### config.mk
export PLATFORM = sky130hd
export DESIGN_NAME = control_unit
export DESIGN_NICKNAME = d
export VERILOG_FILES = /design/src/rtl/control_unit_pkg.sv /design/src/rtl/control_unit_pc_unit.sv /design/src/rtl/control_unit.sv
export SDC_FILE = /design/constraint.sdc
export NUM_CORES = 1
export LEC_CHECK = 0
export CAP_MARGIN = 20
export CORE_MARGIN = 4
export CORE_UTILIZATION = 40
export DETAILED_ROUTE_END_ITERATION = 7
export PLACE_DENSITY = 0.72
export REMOVE_ABC_BUFFERS = 1
export SLEW_MARGIN = 5
export SYNTH_ARGS = -nofsm -noshare
export SYNTH_HDL_FRONTEND = slang
export SYNTH_SLANG_ARGS = --single-unit
### constraint.sdc
create_clock -name clk -period 2.2 [get_ports clk]
set_input_delay 0.22 -clock clk [delete_from_list [all_inputs] [get_ports clk]]
set_output_delay 0.22 -clock clk [all_outputs]
set_load 0.05 [all_outputs]
### src/rtl/control_unit_pkg.sv
// Shared ISA, ALU flag and control-unit state definitions for the 8-bit softcore.
// Opcode values double as bit indices of the one-hot ALU enable bus.
package control_unit_pkg;

  localparam logic [3:0] ISA_NOP  = 4'h0;
  localparam logic [3:0] ISA_ADD  = 4'h1;
  localparam logic [3:0] ISA_ADDI = 4'h2;
  localparam logic [3:0] ISA_SH   = 4'h3;
  localparam logic [3:0] ISA_SHI  = 4'h4;
  localparam logic [3:0] ISA_NOT  = 4'h5;
  localparam logic [3:0] ISA_AND  = 4'h6;
  localparam logic [3:0] ISA_OR   = 4'h7;
  localparam logic [3:0] ISA_XOR  = 4'h8;
  localparam logic [3:0] ISA_LD   = 4'h9;
  localparam logic [3:0] ISA_ST   = 4'hA;
  localparam logic [3:0] ISA_CMP  = 4'hB;
  localparam logic [3:0] ISA_BEQ  = 4'hC;
  localparam logic [3:0] ISA_BGT  = 4'hD;
  localparam logic [3:0] ISA_JMP  = 4'hE;
  localparam logic [3:0] ISA_HALT = 4'hF;

  localparam int ISA_INSTRUCTION_COUNT = 16;

  localparam int ALU_FLAG_EQ    = 0;
  localparam int ALU_FLAG_GT    = 1;
  localparam int ALU_FLAG_COUNT = 2;

  typedef enum logic [2:0] {
    CU_FETCH     = 3'd0,
    CU_DECODE    = 3'd1,
    CU_EXECUTE   = 3'd2,
    CU_WRITEBACK = 3'd3,
    CU_HALT      = 3'd4
  } cu_state_e;

  // CMP reuses the XOR unit so the ALU can produce EQ/GT without a writeback.
  function automatic logic [ISA_INSTRUCTION_COUNT-1:0] op_enable(input logic [3:0] opcode);
    logic [ISA_INSTRUCTION_COUNT-1:0] en;
    en = '0;
    case (opcode)
      ISA_ADD, ISA_ADDI, ISA_SH, ISA_SHI,
      ISA_NOT, ISA_AND, ISA_OR, ISA_XOR: en[opcode] = 1'b1;
      ISA_CMP:                           en[ISA_XOR] = 1'b1;
      default:                           en = '0;
    endcase
    return en;
  endfunction

  function automatic logic op_writes_acc(input logic [3:0] opcode);
    logic we;
    case (opcode)
      ISA_ADD, ISA_ADDI, ISA_SH, ISA_SHI, ISA_NOT,
      ISA_AND, ISA_OR, ISA_XOR, ISA_LD: we = 1'b1;
      default:                          we = 1'b0;
    endcase
    return we;
  endfunction

endpackage

### src/rtl/control_unit_pc_unit.sv
// Program counter: holds the PC, steps by one or adds a sign-extended 4-bit offset.
module control_unit_pc_unit #(
  parameter int                   BIT_COUNT = 8,
  parameter logic [BIT_COUNT-1:0] PC_RESET  = 8'h00
) (
  input  logic                 clk,
  input  logic                 rst_n,
  input  logic                 update,
  input  logic                 take_offset,
  input  logic [3:0]           offset,
  output logic [BIT_COUNT-1:0] pc
);

  logic [BIT_COUNT-1:0] pc_r;
  logic [BIT_COUNT-1:0] offset_ext_s;
  logic [BIT_COUNT-1:0] pc_next_s;

  // Next-PC select; additions wrap modulo 2^BIT_COUNT
  always_comb begin
    offset_ext_s = {{(BIT_COUNT-4){offset[3]}}, offset};
    if (take_offset) begin
      pc_next_s = pc_r + offset_ext_s;
    end else begin
      pc_next_s = pc_r + {{(BIT_COUNT-1){1'b0}}, 1'b1};
    end
  end

  // PC register
  always_ff @(posedge clk) begin
    if (!rst_n) begin
      pc_r <= PC_RESET;
    end else if (update) begin
      pc_r <= pc_next_s;
    end else begin
      pc_r <= pc_r;
    end
  end

  assign pc = pc_r;

endmodule

### src/rtl/control_unit.sv
// Fetch/decode/execute/writeback sequencer for the 8-bit softcore.
// Optional retired-instruction counter enabled by CONTROL_UNIT_PERF_CNT_EN.
module control_unit
  import control_unit_pkg::*;
#(
  parameter int                   BIT_COUNT = 8,
  parameter logic [BIT_COUNT-1:0] PC_RESET  = 8'h00
) (
  input  logic                             clk,
  input  logic                             rst_n,
  output logic                             imem_req,
  output logic [BIT_COUNT-1:0]             imem_addr,
  input  logic                             imem_valid,
  input  logic [BIT_COUNT-1:0]             imem_data,
  input  logic [ALU_FLAG_COUNT-1:0]        alu_flags,
  output logic [ISA_INSTRUCTION_COUNT-1:0] instruction_en,
  output logic [3:0]                       imm,
  output logic [3:0]                       reg_sel,
  output logic                             acc_we,
  output logic                             reg_we,
  output logic [BIT_COUNT-1:0]             pc,
  output logic                             halted
`ifdef CONTROL_UNIT_PERF_CNT_EN
  ,
  output logic [31:0]                      retired_count
`endif
);

  cu_state_e                        state_r;
  logic [BIT_COUNT-1:0]             ir_r;
  logic [ALU_FLAG_COUNT-1:0]        flags_r;
  logic                             imem_req_r;
  logic [ISA_INSTRUCTION_COUNT-1:0] en_r;
  logic                             acc_we_r;
  logic                             reg_we_r;
  logic                             halted_r;

  logic [3:0]                       opcode_s;
  logic                             pc_update_s;
  logic                             take_s;
  logic [BIT_COUNT-1:0]             pc_s;

  assign opcode_s = ir_r[7:4];

  // Branch resolution uses only the flags latched by the last CMP
  always_comb begin
    pc_update_s = (state_r == CU_WRITEBACK) && (opcode_s != ISA_HALT);
    take_s      = 1'b0;
    case (opcode_s)
      ISA_BEQ: take_s = flags_r[ALU_FLAG_EQ];
      ISA_BGT: take_s = flags_r[ALU_FLAG_GT];
      ISA_JMP: take_s = 1'b1;
      default: take_s = 1'b0;
    endcase
  end

  control_unit_pc_unit #(
    .BIT_COUNT (BIT_COUNT),
    .PC_RESET  (PC_RESET)
  ) u_pc_unit (
    .clk         (clk),
    .rst_n       (rst_n),
    .update      (pc_update_s),
    .take_offset (take_s),
    .offset      (ir_r[3:0]),
    .pc          (pc_s)
  );

  // Sequencer FSM; every output is registered alongside the state
  always_ff @(posedge clk) begin
    if (!rst_n) begin
      state_r    <= CU_FETCH;
      ir_r       <= '0;
      flags_r    <= '0;
      imem_req_r <= 1'b0;
      en_r       <= '0;
      acc_we_r   <= 1'b0;
      reg_we_r   <= 1'b0;
      halted_r   <= 1'b0;
    end else begin
      case (state_r)
        CU_FETCH: begin
          if (imem_req_r && imem_valid) begin
            ir_r       <= imem_data;
            imem_req_r <= 1'b0;
            state_r    <= CU_DECODE;
          end else begin
            imem_req_r <= 1'b1;
          end
        end
        CU_DECODE: begin
          en_r    <= op_enable(opcode_s);
          state_r <= CU_EXECUTE;
        end
        CU_EXECUTE: begin
          en_r     <= '0;
          acc_we_r <= op_writes_acc(opcode_s);
          reg_we_r <= (opcode_s == ISA_ST);
          if (opcode_s == ISA_CMP) begin
            flags_r <= alu_flags;
          end
          state_r  <= CU_WRITEBACK;
        end
        CU_WRITEBACK: begin
          acc_we_r <= 1'b0;
          reg_we_r <= 1'b0;
          if (opcode_s == ISA_HALT) begin
            halted_r <= 1'b1;
            state_r  <= CU_HALT;
          end else begin
            imem_req_r <= 1'b1;
            state_r    <= CU_FETCH;
          end
        end
        CU_HALT: begin
          state_r <= CU_HALT;
        end
        default: begin
          state_r    <= CU_FETCH;
          imem_req_r <= 1'b0;
          en_r       <= '0;
          acc_we_r   <= 1'b0;
          reg_we_r   <= 1'b0;
        end
      endcase
    end
  end

`ifdef CONTROL_UNIT_PERF_CNT_EN
  logic [31:0] retired_count_r;

  // Saturating count of instructions leaving WRITEBACK
  always_ff @(posedge clk) begin
    if (!rst_n) begin
      retired_count_r <= 32'h0000_0000;
    end else if ((state_r == CU_WRITEBACK) && (retired_count_r != 32'hFFFF_FFFF)) begin
      retired_count_r <= retired_count_r + 32'h0000_0001;
    end else begin
      retired_count_r <= retired_count_r;
    end
  end

  assign retired_count = retired_count_r;
`endif

  assign imem_req       = imem_req_r;
  assign imem_addr      = pc_s;
  assign pc             = pc_s;
  assign instruction_en = en_r;
  assign imm            = ir_r[3:0];
  assign reg_sel        = ir_r[3:0];
  assign acc_we         = acc_we_r;
  assign reg_we         = reg_we_r;
  assign halted         = halted_r;

endmodule

Word-level counts from Yosys, hierarchy flattened
Memory sizes are Yosys's and may differ from the RTL's. A register that Yosys moved wholly into a read port is not among the register bits. Cells that the tools add are included.

Bits in registers: 41. Bits in read-only memories: 16. Output and inout port bits: 44. Logic and storage cells: 66. Memories: 1.

Add/subtract/negate cells: 2. Magnitude comparators: 2. Eq/ne operators: 21. Mux-type cells: 18. Bitwise operators: 1. Reduce and logical (&&, ||, !) cells: 12.

Memory list: (no name shown) (words 16, width 1, rd ports 1, clocked after Yosys merged registers in 1, write ports 0, RTL line control_unit_pkg.sv:51) `case (opcode)`.

Operators with widths (number): $pmux 16 s2 (1); $eq 4x4->1 const B (7); $eq 4x3->1 const B (4); $mux 8 (2); $pmux 3 s5 (1); $reduce_or 3->1 (3); $add 8x1->8 const B (1); $add 8x8->8 (1); $eq 4x2->1 const B (2); $mux 4 (2); $reduce_and 2->1 (4); $reduce_or 8->1 (1); $mux 7 (1); $eq 3x2->1 const B (2); $mux 3 (2); $pmux 1 s2 (3); $pmux 1 s3 (2); $lt 4x5->1 const B (1); $demux 1 s4 (1); $eq 4x1->1 const B (1); $ge 4x1->1 const B (1); $ne 2x2->1 const B (2); $ne 4x4->1 const B (1); $eq 3x1->1 const B (1); other kinds (5) (9).

Longest topological paths before layout
Gate-level depths: netlist of the first run.

Depth in word-level cells: 6. Gate-level depth with buffers: 12. Gate-level depth less buffers: 11.

Hierarchy
Synthesis of the first run repeated with hierarchy kept, for this count alone.

Cells, all modules: 220. Area, all modules: 2094.5 um2.

Modules (own cells, without submodules): control_unit (times used 1, cells each 151, area an instance 1517.7 um2, sequential area each 680.7 um2); control_unit_pc_unit (times used 1, cells each 69, area an instance 576.8 um2, sequential area each 160.2 um2).

Worst setup path after synthesis of the first run
No wires, ideal clock.

Kind: register to register. Start point: reg u_pc_unit.pc_r[0] (netlist: u_pc_unit.pc[0]). End point: reg u_pc_unit.pc_r[6] (netlist: u_pc_unit.pc[6]). Library setup time: 0.072 ns. Arrival time: 2.155 ns. Data required time: 2.128 ns. Slack: -0.027 ns. Stages on the path, launching flop included: 9. Path buffers: 0. Clock period less this slack: 2.227 ns. Path through: dfxtp_1 -> ha_1 -> inv_1 -> fa_1 -> inv_1 -> a21oi_1 -> or3_1 -> a21oi_1 -> mux2i_1.

Longest elaborated chain between the ends: 2.

Ends and longest elaborated chain: from (decl) (RTL line control_unit_pc_unit.sv:14) `logic [BIT_COUNT-1:0] pc_r;`; from (signal assigned) (RTL line control_unit_pc_unit.sv:33) `pc_r <= pc_next_s;`; from (signal assigned) (RTL line control_unit_pc_unit.sv:35) `pc_r <= pc_r;`; $add 8x1->8 or $add 8x8->8 (tied branches) (RTL line control_unit_pc_unit.sv:24, control_unit_pc_unit.sv:22); $mux 8 (*) (RTL line control_unit_pc_unit.sv:21) `if (take_offset) begin`.

Mark *: on every way between the ends. The rest lies on a longest branch, timed or not. A chain may end at the register's enable or synchronous reset.

Worst setup path after layout of the first run
Start point: reg ir_r[5]. End point: reg u_pc_unit.pc_r[7] (netlist: u_pc_unit.pc[7]).

Longest elaborated chain between the ends: 3.

Ends and longest elaborated chain: from (decl) (RTL line control_unit.sv:30) `logic [BIT_COUNT-1:0] ir_r;`; from (signal assigned) (RTL line control_unit.sv:84) `ir_r <= imem_data;`; $eq 4x4->1 (RTL line control_unit.sv:49) `case (opcode_s)`; $pmux 1 s3 (RTL line control_unit.sv:49); $mux 8 (RTL line control_unit_pc_unit.sv:21).

Parallel ways exist; a longest one is shown, timed or not.

==> results of run 1 <==
[kinds of logic after synthesis]
logic type | synth area share [%]
xor gates and xnor gates | 1.31
muxes | 7.50
adders and majority gates | 2.87
AOI/OAI and AO/OA | 12.6
DFF | 42.0
buffers and inverters | 10.1
and+or+nand+nor | 23.6
[cell type report]
cell class / instances / area, µm²
flip-flops and latches: 42 / 846
well taps: 67 / 83.8
fillers: 412 / 2020
inverters: 5 / 18.8
repair buffers: 71 / 673
clock inverters: 1 / 30.0
clock buffers: 6 / 82.6
multi-input cells: 146 / 1030
[placed cells by master, fill, tap and decap left out, drive strengths merged, types with 2 or more instances in the layout]
cell           netlist  final
nor4b                2      2
buf                 22     15
a22oi                6      6
nor4                 2      2
dfxtp               42     42
clkbuf               5      6
nand2               10     10
nor2b                2      2
nand3                6      6
inv                  4      4
mux2i               15     15
nor3                 2      2
ha                   3      3
xor2                 2      2
o21ai                5      5
and3                 8      8
and2                 4      4
clkdlybuf4s50        0     56
nor2                32     32
a21o                 2      2
nand3b               2      2
a32oi                3      3
a21oi               15     15
nand2b               8      8
or3                  3      3
o21bai               2      2
[per-stage QoR]
| step | utilization [%] | hold WS [ns] | setup TNS, ns |
|---|---|---|---|
| after CTS | 56.5 | 0.477 | 0 |
| final | 57.7 | 0.472 | 0 |
| after global placement | 53.8 | 0.451 | -0.0326 |
| after detailed placement | 53.8 | 0.459 | -0.395 |
| after global routing | 57.7 | 0.495 | -0.148 |
| after floorplan | - | 0.337 | -1.44 |
[sequential cells by signal, summed over array words and instances (netlist names), named ones only]
| name | cells |
|---|---|
| instruction_en | 16 |
| ir_r | 8 |
| u_pc_unit.pc | 8 |
| state_r | 3 |
| flags_r | 2 |
| acc_we | 1 |
| halted | 1 |
| imem_req | 1 |
| reg_we | 1 |
[per-layer routing]
| layer | vias up | track usage [%] |
|---|---|---|
| met5 | - | 0 |
| li1 | 843 | - |
| met1 | 760 | 18.5 |
| met2 | 59 | 24.3 |
| met3 | 12 | 4.65 |
| met4 | 0 | 4.90 |
[worst min-delay path by stage]
| stage | startpoint | end | slack, ns |
|---|---|---|---|
| floorplan | rst_n | state_r[2]$_SDFFE_PN0N_ | 0.34 |
| global placement | halted$_SDFFE_PN0P_ | halted$_SDFFE_PN0P_ | 0.45 |
| detailed placement | halted$_SDFFE_PN0P_ | halted$_SDFFE_PN0P_ | 0.46 |
| CTS | halted$_SDFFE_PN0P_ | halted$_SDFFE_PN0P_ | 0.48 |
| global route | instruction_en[15]$_SDFFE_PN0N_ | instruction_en[15]$_SDFFE_PN0N_ | 0.50 |
| finish | halted$_SDFFE_PN0P_ | halted$_SDFFE_PN0P_ | 0.47 |
[tightest hold or removal path: stages (launching register included)]
cell,delay (ns)
dfxtp_1,0.33
nor2_1,0.05
nor2_1,0.07
[what timing repair did]
action                                  CTS  global route
endpoints found under the setup margin    5             5
gates resized for setup                   5            14
gates cloned                              0             0
pin swaps                                 1             6
[where the power goes]
part,internal (µW),leakage [µW],switching (µW)
registers,784,0.000341,33.1
logic,116,0.000674,161
clock network,363,0.0000573,257
==> flow_summary.json, run 1 <==
{
  "status": "finished, final reports clean",
  "dp_hpwl_um": 3190,
  "hold_depth": 2,
  "top_layer": "met4",
  "path_clk_slew_ns": 0.08,
  "layout-drive-gt1-share_pct": 15.5,
  "yosys-top-cells-area": "dfxtp_1, mux2i_1, buf_4, nor2_1, a21oi_1",
  "slew_headroom_pct": 65.9,
  "io_pins": 57,
  "grt_pass1_wl_um": 7380,
  "antenna_found_initial": 0,
  "row_count": 25,
  "ys_warn_count": 0,
  "post_cts_buffers": 0,
  "die_area_um2": 6200,
  "wl_met3_um": 333,
  "wl_met1_um": 2050,
  "synth_common_cells": "dfxtp_1, nor2_1, buf_4, mux2i_1, a21oi_1",
  "critPathMaxFanout": 5,
  "cp_num_cells": 10,
  "core-area_um2": 4790,
  "drtAntennaViolNets": 0,
  "dp_slack_ns": -0.147,
  "finClkSkew_ns": 0.00486,
  "routed_wl_um": 4610,
  "r2r-end": "u_pc_unit.pc[7]$_SDFFE_PN0P_",
  "max_freq_ghz": 0.463,
  "r2r_cells": 10,
  "avgSynthCellArea_um2": 9.11,
  "areaGrowthSynthToFinish_pct": 37.9,
  "synth_most_common_cell": "dfxtp_1",
  "synth.yosys.seq_area_share_pct": 42.0,
  "vias": 1674,
  "netlist.area_leader.share_pct": 42.0,
  "hold_viol": 0,
  "worst-path-buf-inv": 1,
  "placed_area_um2": 2580,
  "place_congestion": 0.763,
  "die_w_um": 78.8,
  "p_per_area_nw_per_um2": 621,
  "cpMostUsedCell": "a21oi_4",
  "period_share_pct": 98.1,
  "fp.dieH_um": 78.8,
  "reg2reg_from": "ir_r[5]$_SDFFE_PN0P_",
  "rsz0062_at_grt": "yes",
  "dr.pass1.iters": 4,
  "final_nets": 288,
  "syn-instance-count": 220,
  "cpLargestDelayFamily": "compound AO/OA/AOI/OAI gates",
  "hp-class": "flip-flop to flip-flop",
  "r2r_slack_ns": 0.04,
  "startpoint": "ir_r[5]$_SDFFE_PN0P_",
  "synth_edf_count": 0,
  "cts_hold_buf": 0,
  "start_kind": "flip-flop",
  "synth_cell_types": 45,
  "n_antenna_cell": 0,
  "cts_tree": "yes",
  "min_period_ns": 2.16,
  "clk_root_buffer_cell": "clkbuf_8",
  "worst_pin_slew_ns": 0.510,
  "start_util_pct": 41.9,
  "numCtsBuffers": 5,
  "drt_iter0_drc": 87,
  "drv_cap": 0,
  "final_cells": 338,
  "wire_per_inst_um": 13.7,
  "yosys.area.top_type": "dfxtp_1",
  "arrival_ns": 2.39,
  "viasPerCell": 4.95,
  "power.leakage_uw": 0.00107,
  "synthArstFlopShare_pct": 0,
  "yosys_most_used_dff": "dfxtp_1",
  "critical_path.endpoint": "u_pc_unit.pc[7]$_SDFFE_PN0P_",
  "setup_ws_ns": 0.0416,
  "finalPower_uw": 1710,
  "htree_levels": 2,
  "synth-seq-cells": 42,
  "grt_pass1_vias": 1587,
  "crit_type": "flip-flop to flip-flop",
  "wl_met2_um": 2120,
  "cpPeakStageDelay_ns": 0.48,
  "grt-ovfl-total": 0,
  "slowest_stage": "or4b_1",
  "fin_area_um2": 2760,
  "finalSetupViolCount": 0,
  "clock_latency_ns": 0.29,
  "netlist_area_um2": 2000,
  "port_buffers": 56,
  "placedCellCount": 331,
  "crit_required_ns": 2.43,
  "drc": 0,
  "clock_path_buffers": 2,
  "vdd_drop_max_uv": 398,
  "drv_slew": 0,
  "crit_path_end_kind": "flip-flop",
  "grt_start_max_net_pins": 21,
  "track_usage_pct": 14.8,
  "cts.sinks": 42,
  "cp_cell_sequence": "o21bai_4 -> a21oi_4 -> nand2_2 -> inv_2 -> ha_4 -> a21o_1 -> a21oi_4 -> or4b_1 -> a21oi_2 -> mux2i_1"
}
Power figures use the tool's default switching activity.
==> inputs of run 2 (changes only) <==
--- a/config.mk
+++ b/config.mk
@@ -6,10 +6,12 @@
 export NUM_CORES = 1
 export LEC_CHECK = 0
 export CAP_MARGIN = 20
+export CELL_PAD_IN_SITES_DETAIL_PLACEMENT = 1
+export CELL_PAD_IN_SITES_GLOBAL_PLACEMENT = 1
 export CORE_MARGIN = 4
-export CORE_UTILIZATION = 40
+export CORE_UTILIZATION = 32
 export DETAILED_ROUTE_END_ITERATION = 7
-export PLACE_DENSITY = 0.72
+export PLACE_DENSITY_LB_ADDON = 0.1
 export REMOVE_ABC_BUFFERS = 1
 export SLEW_MARGIN = 5
 export SYNTH_ARGS = -nofsm -noshare
==> run 2 against run 1 <==
Via count increased by 1.8%; global-route usage decreased by 1.0 points; register-to-register slack got worse by 0.03 ns; cell area increased by 0.23%; sequential power about the same; combinational power increased by 1%; non-clock buffer count increased by 2; largest cell class unchanged; largest power group unchanged; highest routed layer unchanged.
==> flow_summary.json, run 2 (synthesis gave the netlist of run 1 again) <==
{
  "status": "finished, final reports clean",
  "port_buffers": 56,
  "grt_pass1_wl_um": 8340,
  "period_share_pct": 99.6,
  "crit_required_ns": 2.42,
  "vias": 1704,
  "grt_start_max_net_pins": 21,
  "viasPerCell": 4.88,
  "clock_latency_ns": 0.29,
  "finalSetupTns_ns": 0,
  "finalSetupViolCount": 0,
  "grt-ovfl-total": 0,
  "crit_type": "flip-flop to flip-flop",
  "power.leakage_uw": 0.00108,
  "die_area_um2": 7590,
  "track_usage_pct": 13.8,
  "layout-drive-gt1-share_pct": 15.0,
  "gr-max-usage-layer": "met2",
  "hold_slack_ns": 0.484,
  "htree_levels": 2,
  "hold_viol": 0,
  "io_pins": 57,
  "p_per_area_nw_per_um2": 615,
  "numCtsBuffers": 5,
  "hp-class": "flip-flop to flip-flop",
  "utilization_pct": 46.2,
  "final_cell_mix": "clkdlybuf4s50_1, dfxtp_1, nor2_1",
  "drtAntennaViolNets": 0,
  "slew_headroom_pct": 61.4,
  "clk_root_buffer_cell": "clkbuf_8",
  "cts.sinks": 42,
  "use_met3_pct": 2.84,
  "dr.pass1.iters": 4,
  "start_util_pct": 33.4,
  "worst_pin_slew_ns": 0.574,
  "path_clk_slew_ns": 0.08,
  "fillers": 681,
  "clock_path_buffers": 2,
  "finClkSkew_ns": 0.00371,
  "n_antenna_cell": 0,
  "start_kind": "flip-flop",
  "grt_use_met1_pct": 17.4,
  "wire_per_inst_um": 14.6,
  "grt_pass1_vias": 1699,
  "slowest_stage": "or4b_4",
  "drv_cap": 0,
  "cpMostUsedCell": "a21oi_4",
  "largest_reg_flops": 16,
  "final_nets": 290,
  "crit_path_end_kind": "flip-flop",
  "grtUsageMet2_pct": 23.6,
  "place_congestion": 0.717,
  "cts_tree": "yes",
  "min_period_ns": 2.19,
  "critPathMaxFanout": 5,
  "drt_iter0_drc": 68,
  "vdd_drop_max_uv": 413,
  "areaGrowthSynthToFinish_pct": 38.2,
  "drc": 0,
  "core-area_um2": 5990,
  "arrival_ns": 2.41,
  "row_count": 28,
  "dp_hpwl_um": 3730,
  "cp_cell_sequence": "nand3b_4 -> a21oi_4 -> and2_1 -> ha_1 -> a21oi_4 -> or4b_4 -> a21oi_2 -> mux2i_1",
  "die_w_um": 87.1,
  "antenna_found_initial": 0,
  "cpPeakStageDelay_ns": 0.50,
  "max_freq_ghz": 0.457,
  "rsz0062_at_grt": "yes",
  "drv_slew": 0,
  "fp.dieH_um": 87.1,
  "layout_commonest_cell": "clkdlybuf4s50_1",
  "routed_wl_um": 5080
}
[run 2: cell types whose count changed in the layout (fill, tap and decap cells not counted), moves of 2 or more]
cell and delta:
buf_4 +2, clkinv_2 +2, inv_1 +2, inv_2 -2
[run 2: area by class of cell]
cell class | count | area (µm²) | share of cell area [%]
Inverter | 5 | 18.8 | 0.678
Clock inverter | 3 | 40.0 | 1.45
Multi-Input combinational cell | 146 | 1010 | 36.4
Clock buffer | 5 | 68.8 | 2.49
Sequential cell | 42 | 850 | 30.7
Timing Repair Buffer | 73 | 688 | 24.9
Tap cell | 75 | 93.8 | 3.39
[run 2: routing by layer]
metal / part of all wire [%] / vias up
met1: 45 / 816
met2: 50 / 33
met5: 0 / -
li1: - / 853
met3: 4.3 / 2
met4: 0.49 / 0
[run 2: stage by stage]
| stage | instances | setup slack (ns) | total power [µW] | instance area [µm²] |
|---|---|---|---|---|
| CTS | 347 | 0.00182 | 1740 | 2710 |
| detailed placement | 338 | -0.168 | 1110 | 2580 |
| global route | 349 | -0.107 | 1790 | 2770 |
| finish | 349 | 0.00978 | 1700 | 2770 |
| floorplan | 193 | -0.424 | 992 | 1820 |
| global placement | 338 | -0.0752 | 1110 | 2580 |
[run 2: worst paths after layout]
kind,startpoint,end,slack [ns],cells past startpoint
max reg2reg,ir_r[5]$_SDFFE_PN0P_,u_pc_unit.pc[7]$_SDFFE_PN0P_,0.01,8
min reg2reg,instruction_en[13]$_SDFFE_PN0N_,instruction_en[13]$_SDFFE_PN0N_,0.48,1
max,ir_r[5]$_SDFFE_PN0P_,u_pc_unit.pc[7]$_SDFFE_PN0P_,0.01,8
min,instruction_en[13]$_SDFFE_PN0N_,instruction_en[13]$_SDFFE_PN0N_,0.48,1
[run 2: worst max-delay path, delay by kind of cell, from the launching register on]
family / cells / cell delay, ns
AND/OR/NAND/NOR: 3 / 0.82
adder cells (fa/ha/maj): 1 / 0.39
flip-flops: 1 / 0.38
AO/OA/AOI/OAI: 3 / 0.34
multiplexers: 1 / 0.20
[run 2: where the power goes]
| part | internal, µW | switching (µW) | total, µW |
|---|---|---|---|
| clock network | 334 | 269 | 604 |
| logic | 119 | 163 | 281 |
| registers | 783 | 33.5 | 817 |
[run 2: timing repair]
item                                    in CTS  in global routing
setup buffers                                1                  2
hold buffers                                 0                  0
pin swaps                                    2                  6
endpoints found under the setup margin       5                  5
gates resized for setup                      6                  9
endpoints found under the hold margin        0                  0
